## src/rtl/aux_router_pkg.sv

```systemverilog
// aux_router_pkg: default request field widths, the request struct and the
// channel-index width helper shared by the AUX request router.
package aux_router_pkg;

    localparam int DEF_CMD_W  = 2;
    localparam int DEF_DATA_W = 8;
    localparam int DEF_ADDR_W = 20;
    localparam int DEF_LEN_W  = 8;

    typedef struct packed {
        logic [DEF_CMD_W-1:0]  cmd;
        logic [DEF_DATA_W-1:0] data;
        logic [DEF_ADDR_W-1:0] address;
        logic [DEF_LEN_W-1:0]  len;
    } req_t;

    function automatic int ch_width(input int n);
        return (n > 1) ? $clog2(n) : 1;
    endfunction

endpackage

```

## src/rtl/aux_req_fifo.sv

```systemverilog
// aux_req_fifo: synchronous FIFO of request structs with occupancy level.
// Push while full and pop while empty are ignored.
module aux_req_fifo
    import aux_router_pkg::*;
#(
    parameter int  DEPTH = 2,
    parameter type T     = req_t,
    localparam int CNT_W = $clog2(DEPTH) + 1
) (
    input  logic             clk,
    input  logic             rst,
    input  logic             push,
    input  T                 wdata,
    input  logic             pop,
    output T                 rdata,
    output logic             full,
    output logic             empty,
    output logic [CNT_W-1:0] level
);

    localparam int AW = $clog2(DEPTH);

    T           mem [DEPTH];
    logic [AW-1:0] wr_ptr, rd_ptr;
    logic       do_push, do_pop;

    assign full    = level == CNT_W'(DEPTH);
    assign empty   = level == '0;
    assign do_push = push && !full;
    assign do_pop  = pop && !empty;
    assign rdata   = mem[rd_ptr];

    // Power-of-two depth lets the pointers wrap by plain overflow.
    always_ff @(posedge clk or posedge rst) begin
        if (rst) begin
            wr_ptr <= '0;
            rd_ptr <= '0;
            level  <= '0;
        end else begin
            wr_ptr <= wr_ptr + AW'(do_push);
            rd_ptr <= rd_ptr + AW'(do_pop);
            level  <= level + CNT_W'(do_push) - CNT_W'(do_pop);
        end
    end

    always_ff @(posedge clk)
        if (do_push) mem[wr_ptr] <= wdata;

endmodule

```

## src/rtl/aux_req_router.sv

```systemverilog
// aux_req_router: routes one AUX request stream into NUM_CH buffered channels,
// sinking and flagging requests whose channel select is out of range.
module aux_req_router
    import aux_router_pkg::*;
#(
    parameter int                NUM_CH     = 2,
    parameter int                DEPTH      = 2,
    parameter int                CMD_W      = DEF_CMD_W,
    parameter int                DATA_W     = DEF_DATA_W,
    parameter int                ADDR_W     = DEF_ADDR_W,
    parameter int                LEN_W      = DEF_LEN_W,
    parameter logic [NUM_CH-1:0] CH_DATA_EN = NUM_CH'(1),
    localparam int               CH_W       = ch_width(NUM_CH),
    localparam int               CNT_W      = $clog2(DEPTH) + 1
) (
    input  logic                       clk,
    input  logic                       rst,
    input  logic [CMD_W-1:0]           in_cmd,
    input  logic [DATA_W-1:0]          in_data,
    input  logic [ADDR_W-1:0]          in_address,
    input  logic [LEN_W-1:0]           in_len,
    input  logic [CH_W-1:0]            in_ch_sel,
    input  logic                       in_tr_vld,
    output logic                       in_tr_rdy,
    output logic [NUM_CH*CMD_W-1:0]    out_cmd,
    output logic [NUM_CH*DATA_W-1:0]   out_data,
    output logic [NUM_CH*ADDR_W-1:0]   out_address,
    output logic [NUM_CH*LEN_W-1:0]    out_len,
    output logic [NUM_CH-1:0]          out_tr_vld,
    input  logic [NUM_CH-1:0]          out_tr_rdy,
    output logic [NUM_CH*CNT_W-1:0]    ch_level,
    output logic                       route_err
);

    typedef struct packed {
        logic [CMD_W-1:0]  cmd;
        logic [DATA_W-1:0] data;
        logic [ADDR_W-1:0] address;
        logic [LEN_W-1:0]  len;
    } req_w_t;

    logic             sel_ok;
    logic [NUM_CH-1:0] full, empty;
    req_w_t           head  [NUM_CH];
    logic [CNT_W-1:0] level [NUM_CH];

    // Only when the select field can encode more than NUM_CH values is a misroute possible.
    if ((1 << CH_W) > NUM_CH) begin : g_sel_chk
        assign sel_ok = int'(in_ch_sel) < NUM_CH;
    end else begin : g_sel_all
        assign sel_ok = 1'b1;
    end

    assign in_tr_rdy = !sel_ok || !full[in_ch_sel];

    for (genvar k = 0; k < NUM_CH; k++) begin : g_ch
        logic push;
        assign push = in_tr_vld && sel_ok && in_ch_sel == CH_W'(k);
        aux_req_fifo #(.DEPTH(DEPTH), .T(req_w_t)) u_fifo (
            .clk   (clk),
            .rst   (rst),
            .push  (push),
            .wdata ({in_cmd, in_data & {DATA_W{CH_DATA_EN[k]}}, in_address, in_len}),
            .pop   (out_tr_rdy[k]),
            .rdata (head[k]),
            .full  (full[k]),
            .empty (empty[k]),
            .level (level[k])
        );
        assign out_tr_vld[k]                     = !empty[k];
        assign out_cmd[k*CMD_W +: CMD_W]         = empty[k] ? '0 : head[k].cmd;
        assign out_data[k*DATA_W +: DATA_W]      = (empty[k] || !CH_DATA_EN[k]) ? '0 : head[k].data;
        assign out_address[k*ADDR_W +: ADDR_W]   = empty[k] ? '0 : head[k].address;
        assign out_len[k*LEN_W +: LEN_W]         = empty[k] ? '0 : head[k].len;
        assign ch_level[k*CNT_W +: CNT_W]        = level[k];
    end

    always_ff @(posedge clk or posedge rst)
        if (rst) route_err <= 1'b0;
        else     route_err <= in_tr_vld && !sel_ok;

endmodule

```

## config.mk

```make
export PLATFORM = sky130hd
export DESIGN_NAME = aux_req_router
export DESIGN_NICKNAME = d
export VERILOG_FILES = /design/src/rtl/aux_router_pkg.sv /design/src/rtl/aux_req_fifo.sv /design/src/rtl/aux_req_router.sv
export SDC_FILE = /design/constraint.sdc
export NUM_CORES = 1
export LEC_CHECK = 0
export ABC_AREA = 1
export CAP_MARGIN = 25
export CORE_MARGIN = 2
export CORE_UTILIZATION = 50
export CTS_BUF_LIST = sky130_fd_sc_hd__clkbuf_16
export DETAILED_ROUTE_END_ITERATION = 10
export PLACE_DENSITY = 0.89
export SETUP_SLACK_MARGIN = 0.2
export SLEW_MARGIN = 20
export SYNTH_ARGS = -nofsm -noshare
export SYNTH_HDL_FRONTEND = slang
export SYNTH_SLANG_ARGS = --single-unit
```

## constraint.sdc

```tcl
create_clock -name clk -period 2.9 [get_ports clk]
set_input_delay 0.29 -clock clk [delete_from_list [all_inputs] [get_ports clk]]
set_output_delay 0.29 -clock clk [all_outputs]
set_load 0.01 [all_outputs]
```

==> results.py <==
metrics = {
    "status": {
        "status": "finished, final reports clean",
    },
    "sta": {
        "setup_viol": 0,
        "skew_ns": 0.009480,
        "drv_slew": 0,
        "max_freq_mhz": 388.4,
        "period_share_pct": 88.77,
        "relSlewSlack_pct": 55.68,
        "layout_setup_ws_ns": 0.3256,
        "finalCriticalPeriod_ns": 2.574,
        "worst_pin_slew_ns": 0.6638,
        "whs_ns": 0.1526,
        "rsz0062_at_grt": "no",
        "final_hold_viol_count": 0,
        "tns_ns": 0,
    },
    "worst_setup_path": {
        "cp.arrival_ns": 2.28,
        "crit_chain": "inv_2 > nand2_1 > a21oi_2 > clkdlybuf4s50_1",
        "critPathKind": "reg2out",
        "crit_slowest_cell": "clkdlybuf4s50_1",
        "crit_buf_inv": 2,
        "crit_required_ns": 2.61,
        "cpPeakStageDelay_ns": 0.55,
        "cp-start-kind": "flop",
        "critPathCaptureType": "output port",
        "worstPathMaxFanout": 39,
        "cp_top_family": "buffers and inverters",
    },
    "clock_tree": {
        "clkLatencyLatePin_ns": 0.41,
        "clkSinkCount": 144,
        "post-cts-setup-buffer-count": 0,
        "clk_pin_slew_ns": 0.06,
        "holdBufCountCts": 0,
        "cts-htree-levels": 4,
        "cts_buffers": 17,
        "cts_resized": 0,
        "cts_tree": "built",
        "cts_buffer_depth": 2,
        "cts-root-buf": "clkbuf_16",
    },
    "global_route": {
        "gr-usage-met3_pct": 5.577,
        "grt_pass1_wl_um": 18950,
        "first_global_vias": 3731,
        "use_met1_pct": 23.40,
        "gr-total-overflow": 0,
        "antenna_found_initial": 0,
        "grt_max_degree": 40,
        "grt_usage_pct": 20.15,
        "grt-busiest-layer": "met2",
        "use_met2_pct": 36.20,
    },
    "final_layout": {
        "utilization_pct": 67.24,
        "nets": 611,
        "final_area_mm2": 0.007580,
        "drive_above_1_share_pct": 12.76,
        "final_common_cell": "nand2_1",
        "syn_to_final_growth_pct": 32.44,
        "layout_common_cells": "nand2_1 (153), edfxtp_1 (136), clkdlybuf4s50_1 (118)",
        "ff_latch_area_mm2": 0.004284,
        "n_fill_cell": 770,
        "n_antenna_cell": 0,
        "multi_input_area_mm2": 0.001191,
    },
    "detailed_routing": {
        "num_vias": 3683,
        "drcViolationCount": 0,
        "via_per_inst": 5.151,
        "drt_iter0_drc": 195,
        "ant_nets": 0,
        "avgRoutedWirePerCell_um": 17.22,
        "drt-total-wl_um": 12310,
        "firstDrtPassIters": 5,
    },
    "floorplanning": {
        "die_y_um": 111.0,
        "die_w_um": 111.0,
        "dieArea_mm2": 0.01232,
        "io_pins": 128,
        "fp-row-count": 39,
        "initial_utilization_pct": 50.77,
        "coreArea_mm2": 0.01127,
    },
    "yosys": {
        "yosysWarningCount": 0,
        "ys_ff_latch": 144,
        "synth_top_area_share_pct": 71.36,
        "synth_cell_types": 18,
        "yosysTopAreaCell": "edfxtp_1",
        "async_flop_share_pct": 5.556,
        "ys_seq_area_share_pct": 74.86,
        "syn-instance-count": 436,
        "synth_edf_count": 136,
        "syn_avg_cell_area_um2": 13.13,
        "netlist_area_mm2": 0.005723,
        "synth_area_leaders": "edfxtp_1 (71%), nand2_1 (10%), a21oi_1 (4.2%)",
        "synth_ff_type": "edfxtp_1",
    },
    "min_path": {
        "hold_class": "in2async",
    },
    "placement": {
        "pre_cts_ws_ns": 0.5973,
        "port_buffers": 118,
        "place_area_mm2": 0.007003,
        "place_congestion": 0.7908,
        "dp_hpwl_um": 7998,
    },
    "power_and_ir_drop": {
        "p_per_area_mw_per_mm2": 1053,
        "power.leakage_nw": 2.778,
        "peakVddDrop_uv": 606.3,
    },
    "job": {
        "maxCapViolCount": 0,
    },
}
flip-flops by register name, summed over array words and instances (netlist names):
register,count
g_ch.u_fifo.rd_ptr,2
g_ch.u_fifo.level,4
g_ch.u_fifo.mem,136
g_ch.u_fifo.wr_ptr,2
final timing paths:
kind / start / end / slack, ns / depth (start not counted)
max reg2reg: g_ch[0].u_fifo.level[1] / g_ch[0].u_fifo.mem[0][30] / 0.92 / 5
max: g_ch[0].u_fifo.rd_ptr / out_len[0] / 0.33 / 4
min: rst / g_ch[0].u_fifo.rd_ptr / 0.15 / 2
max in group asynchronous: rst / g_ch[0].u_fifo.level[0] / 2.50 / 2
min reg2reg: g_ch[0].u_fifo.level[1] / g_ch[0].u_fifo.level[1] / 0.64 / 3
min in group clk: in_data[5] / g_ch[0].u_fifo.mem[1][33] / 0.47 / 1
through the flow:
| step | cells | total power (W) |
|---|---|---|
| 2_1_floorplan | 444 | 0.004389 |
| 3_3_place_gp | 683 | 0.005849 |
| 3_5_place_dp | 683 | 0.005946 |
| 4_1_cts | 715 | 0.008041 |
| 5_1_grt | 715 | 0.008372 |
| 6_report | 715 | 0.007984 |
cell usage after synthesis, types with 2 or more instances:
cell and number:
inv_1 15, nand2_1 153, a21oi_2 20, edfxtp_1 136
a21oi_1 48, inv_2 7, buf_6 4, buf_2 14
ha_1 8, dfrtp_1 8, nor2_1 2, buf_4 12
nand3_1 4
layer usage:
| metal | part of all wire, % | vias to the layer above |
|---|---|---|
| met1 | 39 | 1777 |
| li1 | - | 1737 |
| met4 | 1.7 | 0 |
| met3 | 6.3 | 16 |
| met5 | 0 | - |
| met2 | 53 | 153 |
cell type report:
cell class	instances	share of cell area, %
Clock buffer	17	5.612
Clock inverter	15	1.997
Inverter	22	1.089
Multi-Input combinational cell	248	15.71
Sequential cell	144	56.52
Tap cell	143	2.361
Timing Repair Buffer	126	16.71
cells by family after synthesis:
kind of cell,count (synthesis),synth area share [%]
AND/OR/NAND/NOR,161,10.82
flip-flops,144,74.86
AO/OA/AOI/OAI,70,7.477
buffers and inverters,52,5.028
adder cells (fa/ha/maj),8,1.749
other,1,0.06553
power by group:
part	total, W	leakage, nW	switching, W	internal, W
Sequential	0.00270	1.34	0.0000956	0.00261
Combinational	0.00319	1.17	0.00176	0.00143
Clock	0.00209	0.273	0.000881	0.00121
No activity file was read; power rests on OpenSTA's default activity.
